<file path="config.mk">
export PLATFORM = sky130hd
export DESIGN_NAME = energy_frame_sequencer
export DESIGN_NICKNAME = d
export VERILOG_FILES = /design/src/rtl/energy_frame_sequencer.sv
export SDC_FILE = /design/constraint.sdc
export NUM_CORES = 1
export LEC_CHECK = 0
export ABC_AREA = 1
export BUFFER_PORTS_ARGS = -buffer_cell sky130_fd_sc_hd__buf_2
export CORE_AREA = 2 2 136 138
export DETAILED_ROUTE_END_ITERATION = 8
export DIE_AREA = 0 0 138 140
export PLACE_DENSITY = 0.65
export SLEW_MARGIN = 20
export SYNTH_ARGS = -nofsm -noshare
export SYNTH_HDL_FRONTEND = slang
export SYNTH_SLANG_ARGS = --single-unit
export TNS_END_PERCENT = 10
</file>
<file path="constraint.sdc">
create_clock -name clock -period 1.97 [get_ports clock]
set_clock_uncertainty 0.2 [all_clocks]
set_input_delay 0.0985 -clock clock [delete_from_list [all_inputs] [get_ports clock]]
set_output_delay 0.0985 -clock clock [all_outputs]
set_load 0.01 [all_outputs]
</file>
<file path="src/rtl/energy_frame_sequencer.sv">
// Frame sequencer for the FFT-energy datapath: ping-pongs the magnitude BRAM banks,
// runs the ready/start/done handshake with the energy block and aborts stalled frames.
module energy_frame_sequencer #(
  parameter int ACK_TIMEOUT = 16,
  parameter int RUN_TIMEOUT = 32768,
  parameter int CNT_W       = 16,
  parameter int COLOR_W     = 84
) (
  input  logic               clock,
  input  logic               reset,
  input  logic               fft_frame_done,
  input  logic               energy_start,
  input  logic               energy_done,
  input  logic [COLOR_W-1:0] color_in,
  output logic               energy_ready,
  output logic               energy_reset,
  output logic               bank_wr_sel,
  output logic               bank_rd_sel,
  output logic               busy,
  output logic [COLOR_W-1:0] color_out,
  output logic               color_valid,
  output logic [CNT_W-1:0]   frame_count,
  output logic [CNT_W-1:0]   drop_count,
  output logic               timeout_err
);

  localparam int TIMER_MAX = (ACK_TIMEOUT > RUN_TIMEOUT) ? ACK_TIMEOUT : RUN_TIMEOUT;
  localparam int TIMER_W   = $clog2(TIMER_MAX + 1);

  localparam logic [TIMER_W-1:0] ACK_LAST = TIMER_W'(ACK_TIMEOUT - 1);
  localparam logic [TIMER_W-1:0] RUN_LAST = TIMER_W'(RUN_TIMEOUT - 1);

  typedef enum logic [2:0] {
    S_IDLE,
    S_ARM,
    S_RUN,
    S_LATCH,
    S_ABORT
  } state_t;

  state_t             state;
  logic [TIMER_W-1:0] timer;
  logic               pending;
  logic               done_q;

  logic ack;
  logic done_rise;
  logic frame_lost;
  logic drop_full;

  // Either a raised start level or a dropped done level means the energy block took the frame.
  assign ack        = energy_start | ~energy_done;
  assign done_rise  = energy_done & ~done_q;
  assign drop_full  = &drop_count;
  // A new frame landing while an unprocessed one waits in the same bank overwrites it.
  assign frame_lost = fft_frame_done & pending;

  assign bank_rd_sel = ~bank_wr_sel;

  // NOTE: reset is synchronous and sits first in the if-chain so it beats every other input.
  always_ff @(posedge clock) begin
    if (reset) begin
      state        <= S_IDLE;
      timer        <= '0;
      pending      <= 1'b0;
      // NOTE: done_q resets to the idle level of energy_done so no false rising edge appears.
      done_q       <= 1'b1;
      energy_ready <= 1'b0;
      energy_reset <= 1'b0;
      bank_wr_sel  <= 1'b0;
      busy         <= 1'b0;
      color_out    <= '0;
      color_valid  <= 1'b0;
      frame_count  <= '0;
      drop_count   <= '0;
      timeout_err  <= 1'b0;
    end else begin
      done_q       <= energy_done;
      energy_reset <= 1'b0;
      color_valid  <= 1'b0;

      if (frame_lost && !drop_full) begin
        drop_count <= drop_count + CNT_W'(1);
      end

      case (state)
        S_IDLE: begin
          if (fft_frame_done || pending) begin
            bank_wr_sel  <= ~bank_wr_sel;
            pending      <= 1'b0;
            timer        <= '0;
            energy_ready <= 1'b1;
            busy         <= 1'b1;
            state        <= S_ARM;
          end
        end

        S_ARM: begin
          if (fft_frame_done) begin
            pending <= 1'b1;
          end
          if (ack) begin
            energy_ready <= 1'b0;
            timer        <= '0;
            state        <= S_RUN;
          end else if (timer == ACK_LAST) begin
            energy_ready <= 1'b0;
            energy_reset <= 1'b1;
            busy         <= 1'b0;
            timer        <= '0;
            state        <= S_ABORT;
          end else begin
            timer <= timer + TIMER_W'(1);
          end
        end

        S_RUN: begin
          if (fft_frame_done) begin
            pending <= 1'b1;
          end
          if (done_rise) begin
            timer <= '0;
            state <= S_LATCH;
          end else if (timer == RUN_LAST) begin
            energy_reset <= 1'b1;
            busy         <= 1'b0;
            timer        <= '0;
            state        <= S_ABORT;
          end else begin
            timer <= timer + TIMER_W'(1);
          end
        end

        S_LATCH: begin
          color_out   <= color_in;
          color_valid <= 1'b1;
          frame_count <= frame_count + CNT_W'(1);
          timer       <= '0;
          // A frame arriving this very cycle is simply the next one to process.
          if (fft_frame_done || pending) begin
            bank_wr_sel  <= ~bank_wr_sel;
            pending      <= 1'b0;
            energy_ready <= 1'b1;
            state        <= S_ARM;
          end else begin
            busy  <= 1'b0;
            state <= S_IDLE;
          end
        end

        S_ABORT: begin
          if (fft_frame_done) begin
            pending <= 1'b1;
          end
          timeout_err <= 1'b1;
          timer       <= '0;
          state       <= S_IDLE;
        end

        default: begin
          energy_ready <= 1'b0;
          busy         <= 1'b0;
          timer        <= '0;
          state        <= S_IDLE;
        end
      endcase
    end
  end

endmodule

</file>
==> results of run 1 <==
## sequential cells by signal, summed over array words and instances (netlist names)
name,flops
color_out,84
drop_count,16
frame_count,16
timer,16
state,3
bank_wr_sel,1
busy,1
color_valid,1
done_q,1
energy_ready,1
energy_reset,1
pending,1
timeout_err,1
## logic make-up after synthesis
| kind of cell | count (synthesis) |
|---|---|
| AND/OR/NAND/NOR | 461 |
| AO/OA/AOI/OAI | 148 |
| flip-flops | 143 |
| buffers and inverters | 111 |
| XOR/XNOR | 12 |
| adder cells (fa/ha/maj) | 3 |
## critical path, stage by stage, from the launching register on
cell	delay (ns)
dfxtp_2	0.37
ha_1	0.22
nand3_2	0.13
nor3_4	0.24
nand3_1	0.11
nand2_2	0.11
buf_4	0.15
nand2_1	0.06
a21oi_1	0.16
## area by class of cell
class	count	area, µm²	area share (%)
clock buffers	18	439	4.91
clock inverters	14	148	1.65
inverters	72	272	3.04
multi-input cells	624	2830	31.6
flip-flops and latches	143	2860	32.0
well taps	229	287	3.20
repair buffers	318	2110	23.6
## metrics by stage
| stage | power [mW] | utilization (%) | instance area [µm²] | std cells |
|---|---|---|---|---|
| 6_report | 8.52 | 50.3 | 8940 | 1418 |
| 2_1_floorplan | 4.57 | - | 6150 | 878 |
| 4_1_cts | 8.59 | 50.2 | 8930 | 1416 |
| 3_3_place_gp | 5.21 | 41.9 | 7450 | 1295 |
| 3_5_place_dp | 5.22 | 41.9 | 7450 | 1295 |
| 5_1_grt | 8.98 | 50.3 | 8940 | 1418 |
## cells in the final DEF (no fill, tap or decap), types with 3 or more instances in the layout
cell type / count
nor2_4: 4
buf_4: 16
nand2_1: 139
nand3_1: 35
inv_2: 5
a21oi_1: 37
nor2_2: 4
xnor2_1: 7
buf_2: 211
nor2_1: 248
ha_1: 3
o21ai_0: 106
clkbuf_16: 17
dlygate4sd3_1: 89
inv_1: 66
xor2_1: 5
nor3_1: 10
nand4_1: 5
nand2_2: 7
nand2_4: 3
inv_6: 5
clkinv_4: 5
dfxtp_1: 142
## power by group through the flow
stage	Sequential (mW)	Combinational (mW)	Clock [mW]
5_1_grt	3.44	2.13	3.41
4_1_cts	3.39	1.91	3.28
6_report	3.40	1.91	3.21
2_1_floorplan	3.58	0.994	0
3_3_place_gp	3.45	1.76	0
3_5_place_dp	3.45	1.77	0
## layer usage
layer / vias to the layer above / share of wire, %
li1: 3365 / -
met1: 2953 / 43
met2: 223 / 49
met3: 24 / 7.1
met4: 0 / 1.5
met5: - / 0
## final timing paths
check / startpoint / slack, ns / cells past startpoint / endpoint
max: drop_count[0] / 0.16 / 8 / drop_count[6]
min reg2reg: energy_ready / 0.24 / 2 / energy_ready
min: color_in[59] / 0.24 / 4 / color_out[59]
max reg2reg: drop_count[0] / 0.16 / 8 / drop_count[6]
## what timing repair did
action	in CTS	in global routing
setup endpoints to repair	0	2
hold buffers	89	0
gates resized for setup	0	1
hold endpoints to repair	101	0
buffers inserted	0	2
==> results by group, run 1 <==
STA
  • Post-route setup slack: 0.160 ns
  • Final hold vios: 0
  • Slew HR: 66.9%
  • Final Max Slew Viols: 0
  • Period utilisation layout: 91.9%
  • Worst-Margin Slew: 0.496 ns
  • Final setup vio count: 0
  • Setup TNS: 0 ns
  • RSZ-0062 raised after global routing: no
  • Minimum clock period: 1.81 ns
  • Fmax: 0.552 GHz
  • Hold slack: 0.237 ns

Floorplanning
  • Die W: 138 µm
  • Die area: 19300 µm²
  • Ports: 212
  • Die extent in y: 140 µm
  • Initial Util: 34.6%
  • Cell Rows: 49
  • Area of the core: 17800 µm²

Drt
  • ANT nets after route: 0
  • Routed len/inst: 13.0 µm
  • Drt pass-1 iters: 5
  • Via/cell ratio: 4.63
  • DR iter-0 viols: 365
  • WL final: 18400 µm
  • DRC violations left: 0
  • Via count: 6565

Logic synthesis
  • Netlist cell types: 29
  • Gate Count Post-Synth: 878
  • Compound-Gate Fraction of Synth Area: 12.2%
  • Post-Syn Nets: 970
  • Simple-gate share of the synthesized area: 31.5%
  • Top post-synthesis cells by count: nor2_1 (248), dfxtp_1 (143), nand2_1 (139)
  • Most numerous cell in the Yosys netlist: nor2_1
  • Asr flop ratio synth: 0%
  • Dominant cells by area after synthesis: dfxtp_1 (47%), nor2_1 (15%), o21ai_0 (8.6%), nand2_1 (8.5%), inv_1 (4.1%)
  • Largest family of logic cells by synthesized area: simple AND/OR/NAND/NOR gates
  • Post-Synth Adder-Cell Area: 0.611%
  • Post-synth EDFFs: 0
  • Top cell type's share of synthesized area: 46.6%
  • Leading area contributor after synthesis: dfxtp_1
  • Average cell area after synthesis: 7.00 µm²
  • Synthesis-stage register bit count: 143
  • XOR/XNOR Fraction of Synth Area: 1.71%
  • Synth Flop Type: dfxtp_1
  • Post-Syn Area: 6150 µm²
  • Post-synthesis mux area share: 0%
  • Sequential area share after synthesis: 46.6%
  • YS warnings: 0

Worst setup path
  • CP required: 2.11 ns
  • Worst Path Max Fanout: 5
  • CP Class: reg -> reg
  • Crit start category: register
  • Worst EP arrival: 1.95 ns
  • CP Capture Type: register

Outcome
  • Outcome: finished, final reports clean

Clocking
  • Htree depth: 4
  • Total clock sinks: 143
  • Worst-Skew Late Latency: 0.41 ns
  • CTS Buffer Depth: 2
  • Root buffer cell: clkbuf_16
  • Cts bufs inserted: 17
  • Clock-pin slew on the worst setup and hold paths: 0.07 ns
  • CTS tree: built

Power and ir drop
  • Switching fraction of total power: 32.3%
  • Reg power frac: 39.9%
  • Clock Power Share: 37.6%
  • Peak supply drop: 0.000640 V
  • Pleak: 4.36 nW
  • Pwr/cell area: 952 nW/µm²
  • Switch Pwr: 2.75 mW
  • Internal Power: 5.77 mW
  • Logic pwr share: 22.4%

Finish
  • Share of cells above drive strength 1: 24.5%
  • # nets final: 1268
  • Antenna fix cells: 0
  • Area grow syn2layout: 45.5%
  • Number of fill cells: 1702

GRT
  • Layer with the highest usage: met2
  • Largest net degree at the start of global routing: 55
  • First-pass GRT wire length: 30300 µm
  • Antenna violations before repair: 0
  • Met2 Resource Use GR: 32.9%
  • Total grt overflow: 0
  • GRT Total Usage: 18.9%
  • M1 GR Usage: 22.4%
  • Number of global-route vias before repair: 6375
  • Grt met3 use: 5.81%

Worst hold path
  • Hold crit path type: in -> reg

Placed design
  • GP Congestion: 0.890
  • Pre-CTS setup slack: 0.147 ns
  • Post-DP HPWL: 11700 µm
  • IO Port Bufs: 211

Flow run
  • Max-cap violations: 0
Power figures use the tool's default switching activity.
==> inputs of run 2 (changes only) <==
--- a/config.mk
+++ b/config.mk
@@ -7,10 +7,12 @@
 export LEC_CHECK = 0
 export ABC_AREA = 1
 export BUFFER_PORTS_ARGS = -buffer_cell sky130_fd_sc_hd__buf_2
-export CORE_AREA = 2 2 136 138
+export CELL_PAD_IN_SITES_DETAIL_PLACEMENT = 1
+export CELL_PAD_IN_SITES_GLOBAL_PLACEMENT = 2
+export CORE_AREA = 2 2 157 159
 export DETAILED_ROUTE_END_ITERATION = 8
-export DIE_AREA = 0 0 138 140
-export PLACE_DENSITY = 0.65
+export DIE_AREA = 0 0 159 161
+export PLACE_DENSITY = 0.84
 export SLEW_MARGIN = 20
 export SYNTH_ARGS = -nofsm -noshare
 export SYNTH_HDL_FRONTEND = slang
==> constraint.sdc (replaced) <==
create_clock -name clock -period 1.97 [get_ports clock]
set_clock_uncertainty 0.2 [all_clocks]
set_input_delay 0.394 -clock clock [delete_from_list [all_inputs] [get_ports clock]]
set_output_delay 0.394 -clock clock [all_outputs]
set_load 0.01 [all_outputs]
==> run 2 against run 1 <==
  * Critical path depth is 2 higher
  * Core utilization is 13 points lower
  * Count of clock-buffer cells in the layout stayed put
  * Die area is 33% higher
  * Critical path type unchanged
  * Critical endpoint is now timer[10]
==> results by group, run 2 (same netlist as run 1, synthesis figures left out) <==
Clocking
  • Post-CTS Setup Bufs: 0
  • CTS tree: built
  • Cts bufs inserted: 17
  • Worst-Skew Late Latency: 0.42 ns
  • Htree depth: 4
  • CTS Buffer Depth: 2
  • Root buffer cell: clkbuf_16
  • Total clock sinks: 143
  • Clock-pin slew on the worst setup and hold paths: 0.07 ns

STA
  • Fmax: 0.557 GHz
  • Slew HR: 68.4%
  • Setup TNS: 0 ns
  • Final setup vio count: 0
  • Final hold vios: 0
  • Minimum clock period: 1.80 ns
  • Final Max Slew Viols: 0
  • RSZ-0062 raised after global routing: no
  • Worst-Margin Slew: 0.474 ns
  • Period utilisation layout: 91.2%

Finish
  • Area grow syn2layout: 44.3%
  • Antenna fix cells: 0
  • Largest register FFs: 84
  • FF/Latch Area: 2870 µm²
  • Post-Layout Inst Area: 8870 µm²
  • Final std cells w/o fill: 1491
  • Commonest non-fill, non-tap cell in the layout: nor2_1
  • Multi-input gate area: 2850 µm²
  • Share of cells above drive strength 1: 25.2%
  • Number of fill cells: 3076
  • Final core utilization: 37.0%
  • # nets final: 1246
  • Commonest non-fill, non-tap cells in the layout: nor2_1 (248), buf_2 (211), dfxtp_1 (141)
  • Reg with most FFs: color_out

GRT
  • Layer with the highest usage: met2
  • First-pass GRT wire length: 34300 µm
  • Grt met3 use: 5.01%
  • Largest net degree at the start of global routing: 53
  • Met2 Resource Use GR: 28.9%
  • Total grt overflow: 0
  • M1 GR Usage: 19.5%
  • Number of global-route vias before repair: 6817
  • GRT Total Usage: 16.5%
  • Antenna violations before repair: 0

Worst setup path
  • CP required: 2.07 ns
  • CP Class: reg -> reg
  • CP Capture Type: register
  • Worst Path Max Fanout: 11
  • Worst EP arrival: 1.90 ns
  • Crit start category: register

Power and ir drop
  • Peak supply drop: 0.000527 V
  • Pwr/cell area: 961 nW/µm²
  • Total power: 8.53 mW
  • Pleak: 4.27 nW

Floorplanning
  • Ports: 212
  • Die area: 25600 µm²
  • Die W: 159 µm
  • Cell Rows: 57
  • Area of the core: 24000 µm²
  • Die extent in y: 161 µm
  • Initial Util: 25.6%

Drt
  • Via/cell ratio: 4.38
  • Via count: 6535
  • DRC violations left: 0
  • ANT nets after route: 0
  • Routed len/inst: 14.2 µm
  • DR iter-0 viols: 261
  • Drt pass-1 iters: 4
  • WL final: 21100 µm

Placed design
  • Post-Place Cells: 1391
  • Post-DP Area: 7590 µm²
  • GP Congestion: 0.808
  • Post-DP HPWL: 14700 µm
  • IO Port Bufs: 211

Flow run
  • Max-cap violations: 0

Worst hold path
  • Hold crit path type: in -> reg

Outcome
  • Outcome: finished, final reports clean
[run 2: stage by stage]
stage          hold slack (ns)  setup WS, ns
5_1_grt                0.00937       0.00368
3_5_place_dp             0.238        0.0340
4_1_cts               0.000889        0.0176
2_1_floorplan            0.258         0.176
3_3_place_gp             0.234        0.0548
6_report                0.0192         0.173
[run 2: worst paths after layout]
path,from,endpoint,slack (ns),depth (start not counted)
max reg2reg,timer[1],timer[10],0.17,10
min,color_in[49],color_out[49],0.02,3
min reg2reg,energy_ready,energy_ready,0.24,2
max,timer[1],timer[10],0.17,10
[run 2: cell type report]
cell class,count,area share (%)
clock buffer,18,4.95
clock inverter,14,1.58
inverter,72,3.06
multi-input combinational,624,32.1
sequential,143,32.3
tap,324,4.57
timing repair buffer,296,21.4
[run 2: per-layer routing]
metal	routed length (µm)	share of wire, %	up-vias
met3	1290	6.1	23
met1	9330	44	3023
li1	-	-	3321
met5	0	0	-
met4	354	1.7	0
met2	10200	48	168
[run 2: critical path, stage by stage, from the launching register on]
cell      delay, ns
dfxtp_1        0.37
ha_2           0.22
inv_1          0.07
nor2_4         0.16
nand2_2        0.10
clkinv_2       0.07
nand3_2        0.07
nand2_4        0.11
nand3_4        0.16
inv_1          0.12
nor2_1         0.05
[run 2: report_power, final]
part | total, mW | internal [mW] | switching (mW)
Combinational | 1.94 | 0.714 | 1.22
Clock | 3.19 | 1.72 | 1.47
Sequential | 3.40 | 3.22 | 0.184
Total | 8.53 | 5.65 | 2.88
[run 2: timing repair]
action | 4_1_cts | 5_1_grt
gates resized for setup | 0 | 7
setup endpoints to repair | 0 | 28
hold buffers | 68 | 0
hold endpoints to repair | 68 | 0
==> inputs of run 3 (changes only) <==
--- a/config.mk
+++ b/config.mk
@@ -5,14 +5,13 @@
 export SDC_FILE = /design/constraint.sdc
 export NUM_CORES = 1
 export LEC_CHECK = 0
-export ABC_AREA = 1
 export BUFFER_PORTS_ARGS = -buffer_cell sky130_fd_sc_hd__buf_2
 export CELL_PAD_IN_SITES_DETAIL_PLACEMENT = 1
 export CELL_PAD_IN_SITES_GLOBAL_PLACEMENT = 2
 export CORE_AREA = 2 2 157 159
 export DETAILED_ROUTE_END_ITERATION = 8
 export DIE_AREA = 0 0 159 161
-export PLACE_DENSITY = 0.84
+export PLACE_DENSITY = 0.8
 export SLEW_MARGIN = 20
 export SYNTH_ARGS = -nofsm -noshare
 export SYNTH_HDL_FRONTEND = slang
==> constraint.sdc (replaced) <==
create_clock -name clock -period 1.6 [get_ports clock]
set_clock_uncertainty 0.2 [all_clocks]
set_input_delay 0.32 -clock clock [delete_from_list [all_inputs] [get_ports clock]]
set_output_delay 0.32 -clock clock [all_outputs]
set_load 0.01 [all_outputs]
==> run 3 against run 2 <==
  * The flow now finishes with violations (setup timing)
  * Largest power group is now clock
  * Sequential power rose by 15%
  * Highest routed layer unchanged
  * Synthesized cell count fell by 20%
  * Setup slack got worse by 0.56 ns
==> results by group, run 3 <==
Worst setup path
  • Worst R2R End: timer[1]
  • Worst Path Max Fanout: 5
  • Crit path to: timer[1]
  • CP max stage cell: or4_4
  • CP top delay family: simple AND/OR/NAND/NOR gates
  • Crit path from: timer[1]
  • Worst EP arrival: 2.09 ns
  • CP Class: reg -> reg
  • R2R cell count: 7
  • RR Startpoint: timer[1]
  • Max incr delay on CP: 0.47 ns
  • Slack of the worst reg-to-reg path: -0.39 ns
  • Crit start category: register
  • Crit path cell chain: ha_4, nand4b_1, or4_4, a22o_4, buf_6, a22oi_2, nor2_1
  • CP Capture Type: register
  • CP Depth: 7
  • WP buf/inv: 1
  • CP required: 1.70 ns

GRT
  • Number of global-route vias before repair: 6765
  • First-pass GRT wire length: 34400 µm
  • Total grt overflow: 0
  • Antenna violations before repair: 0
  • GRT Total Usage: 16.3%
  • Largest net degree at the start of global routing: 66

Power and ir drop
  • Pwr/cell area: 1010 nW/µm²
  • Switching fraction of total power: 28.3%
  • Internal Power: 7.25 mW
  • Total power: 10.1 mW
  • Reg power frac: 38.6%
  • Peak supply drop: 0.000597 V
  • Switch Pwr: 2.86 mW
  • Logic pwr share: 21.1%
  • Clock Power Share: 40.3%
  • Pleak: 4.17 nW

Floorplanning
  • Die area: 25600 µm²
  • Area of the core: 24000 µm²
  • Initial Util: 23.7%
  • Die W: 159 µm
  • Die extent in y: 161 µm
  • Ports: 212
  • Cell Rows: 57

STA
  • Post-route setup slack: -0.390 ns
  • Final hold vios: 0
  • Slew HR: 74.3%
  • Final Max Slew Viols: 0
  • Fmax: 0.502 GHz
  • Final setup vio count: 48
  • Worst-Margin Slew: 0.384 ns
  • Period utilisation layout: 124%
  • RSZ-0062 raised after global routing: yes
  • Minimum clock period: 1.99 ns
  • Setup TNS: -8.28 ns

Logic synthesis
  • Leading area contributor after synthesis: dfxtp_1
  • Top post-synthesis cells by count: nand2_1 (199), dfxtp_1 (143), a21oi_1 (100)
  • Top cell type's share of synthesized area: 50.4%
  • Post-Syn Nets: 797
  • Netlist cell types: 52
  • Most numerous cell in the Yosys netlist: nand2_1
  • Sequential area share after synthesis: 50.4%
  • Average cell area after synthesis: 8.06 µm²
  • Synth Flop Type: dfxtp_1
  • Asr flop ratio synth: 0%
  • Post-synth EDFFs: 0
  • Post-Syn Area: 5680 µm²
  • YS warnings: 0
  • Synthesis-stage register bit count: 143
  • Gate Count Post-Synth: 705
  • Dominant cells by area after synthesis: dfxtp_1 (50%), nand2_1 (13%), a21oi_1 (8.8%), nor2_1 (3.4%), xnor2_1 (3.4%)

Clocking
  • Cts bufs inserted: 17
  • Htree depth: 4
  • Clock-pin slew on the worst setup and hold paths: 0.06 ns
  • Total clock sinks: 143
  • CTS tree: built
  • CTS Buffer Depth: 2
  • Root buffer cell: clkbuf_16
  • Worst-Skew Late Latency: 0.41 ns

Finish
  • Reg with most FFs: color_out
  • Share of cells above drive strength 1: 43.6%
  • Final core utilization: 41.6%
  • Multi-input gate area: 3130 µm²
  • Area grow syn2layout: 75.5%
  • Commonest non-fill, non-tap cells in the layout: buf_2 (207), nand2_1 (195), dfxtp_1 (121)
  • Commonest non-fill, non-tap cell in the layout: buf_2
  • Antenna fix cells: 0
  • FF/Latch Area: 2900 µm²
  • # nets final: 1183
  • Number of fill cells: 2850
  • Largest register FFs: 84

Drt
  • ANT nets after route: 0
  • WL final: 21600 µm
  • Via count: 6356
  • Routed len/inst: 15.1 µm
  • Via/cell ratio: 4.45
  • Drt pass-1 iters: 4
  • DR iter-0 viols: 307
  • DRC violations left: 0

Placed design
  • IO Port Bufs: 211
  • Post-DP HPWL: 13700 µm
  • GP Congestion: 0.763

Worst hold path
  • Hold crit path type: in -> reg

Outcome
  • Failing checks: setup timing
  • Outcome: complete, but fails checks

Flow run
  • Max-cap violations: 0
[run 3: worst min path at each step]
stage	startpoint	slack, ns	endpoint	depth (start not counted)
CTS	fft_frame_done	0.08	pending	3
finish	fft_frame_done	0.10	pending	3
global route	reset	0.13	drop_count[4]	2
detailed placement	color_out[29]	0.24	color_out[29]	2
floorplan	energy_done	0.23	done_q	1
global placement	color_out[34]	0.24	color_out[34]	2
[run 3: per-layer routing]
layer  track usage, %  wire length [µm]  share of wire, %  up-vias
met5                0                 0                 0        -
met4             5.79               452               2.1        0
met3             3.16               804               3.7       23
met2             29.9             11100                51      144
met1             19.0              9300                43     3039
li1                 -                 -                 -     3150
[run 3: power groups by stage]
| stage | Combinational [mW] | Clock, mW | Sequential (mW) |
|---|---|---|---|
| 2_1_floorplan | 0.734 | 0 | 4.03 |
| 3_3_place_gp | 1.67 | 0 | 3.95 |
| 3_5_place_dp | 1.68 | 0 | 3.96 |
| 4_1_cts | 1.95 | 4.23 | 3.89 |
| 5_1_grt | 2.33 | 4.37 | 3.92 |
| 6_report | 2.14 | 4.08 | 3.90 |
[run 3: through the flow]
step | setup slack (ns) | hold slack [ns] | cell area, µm² | instances
4_1_cts | -0.387 | 0.0810 | 9610 | 1427
6_report | -0.390 | 0.101 | 9980 | 1428
3_5_place_dp | -0.458 | 0.243 | 7930 | 1309
3_3_place_gp | -0.385 | 0.239 | 7930 | 1309
5_1_grt | -0.438 | 0.127 | 9980 | 1428
2_1_floorplan | -0.278 | 0.227 | 5740 | 705
[run 3: final cells by class]
cell class / count / share of cell area (%)
multi-input combinational: 513 / 31.3
timing repair buffer: 409 / 29.3
tap: 324 / 4.06
sequential: 143 / 29.0
inverter: 7 / 0.263
clock inverter: 10 / 1.25
clock buffer: 22 / 4.75
[run 3: timing repair]
| item | CTS | global route |
|---|---|---|
| pin swaps | 8 | 24 |
| hold buffers | 85 | 0 |
| cloned | 1 | 0 |
| hold endpoints to repair | 85 | 0 |
| gates resized for setup | 59 | 92 |
| endpoints found under the setup margin | 144 | 141 |
| setup buffers | 0 | 1 |
[run 3: worst reg2reg max path: cells and delay by family (launching register included)]
kind	cells	cell delay [ns]
and+or+nand+nor	3	0.64
AOI/OAI and AO/OA	2	0.41
DFF	1	0.35
adders and majority gates	1	0.14
buffers and inverters	1	0.14
[run 3: kinds of logic after synthesis]
group,synth area share [%]
simple gates,27.3
flops,50.4
compound gates,12.7
buf+inv,3.50
xor+xnor,5.55
fa+ha+maj,0.661
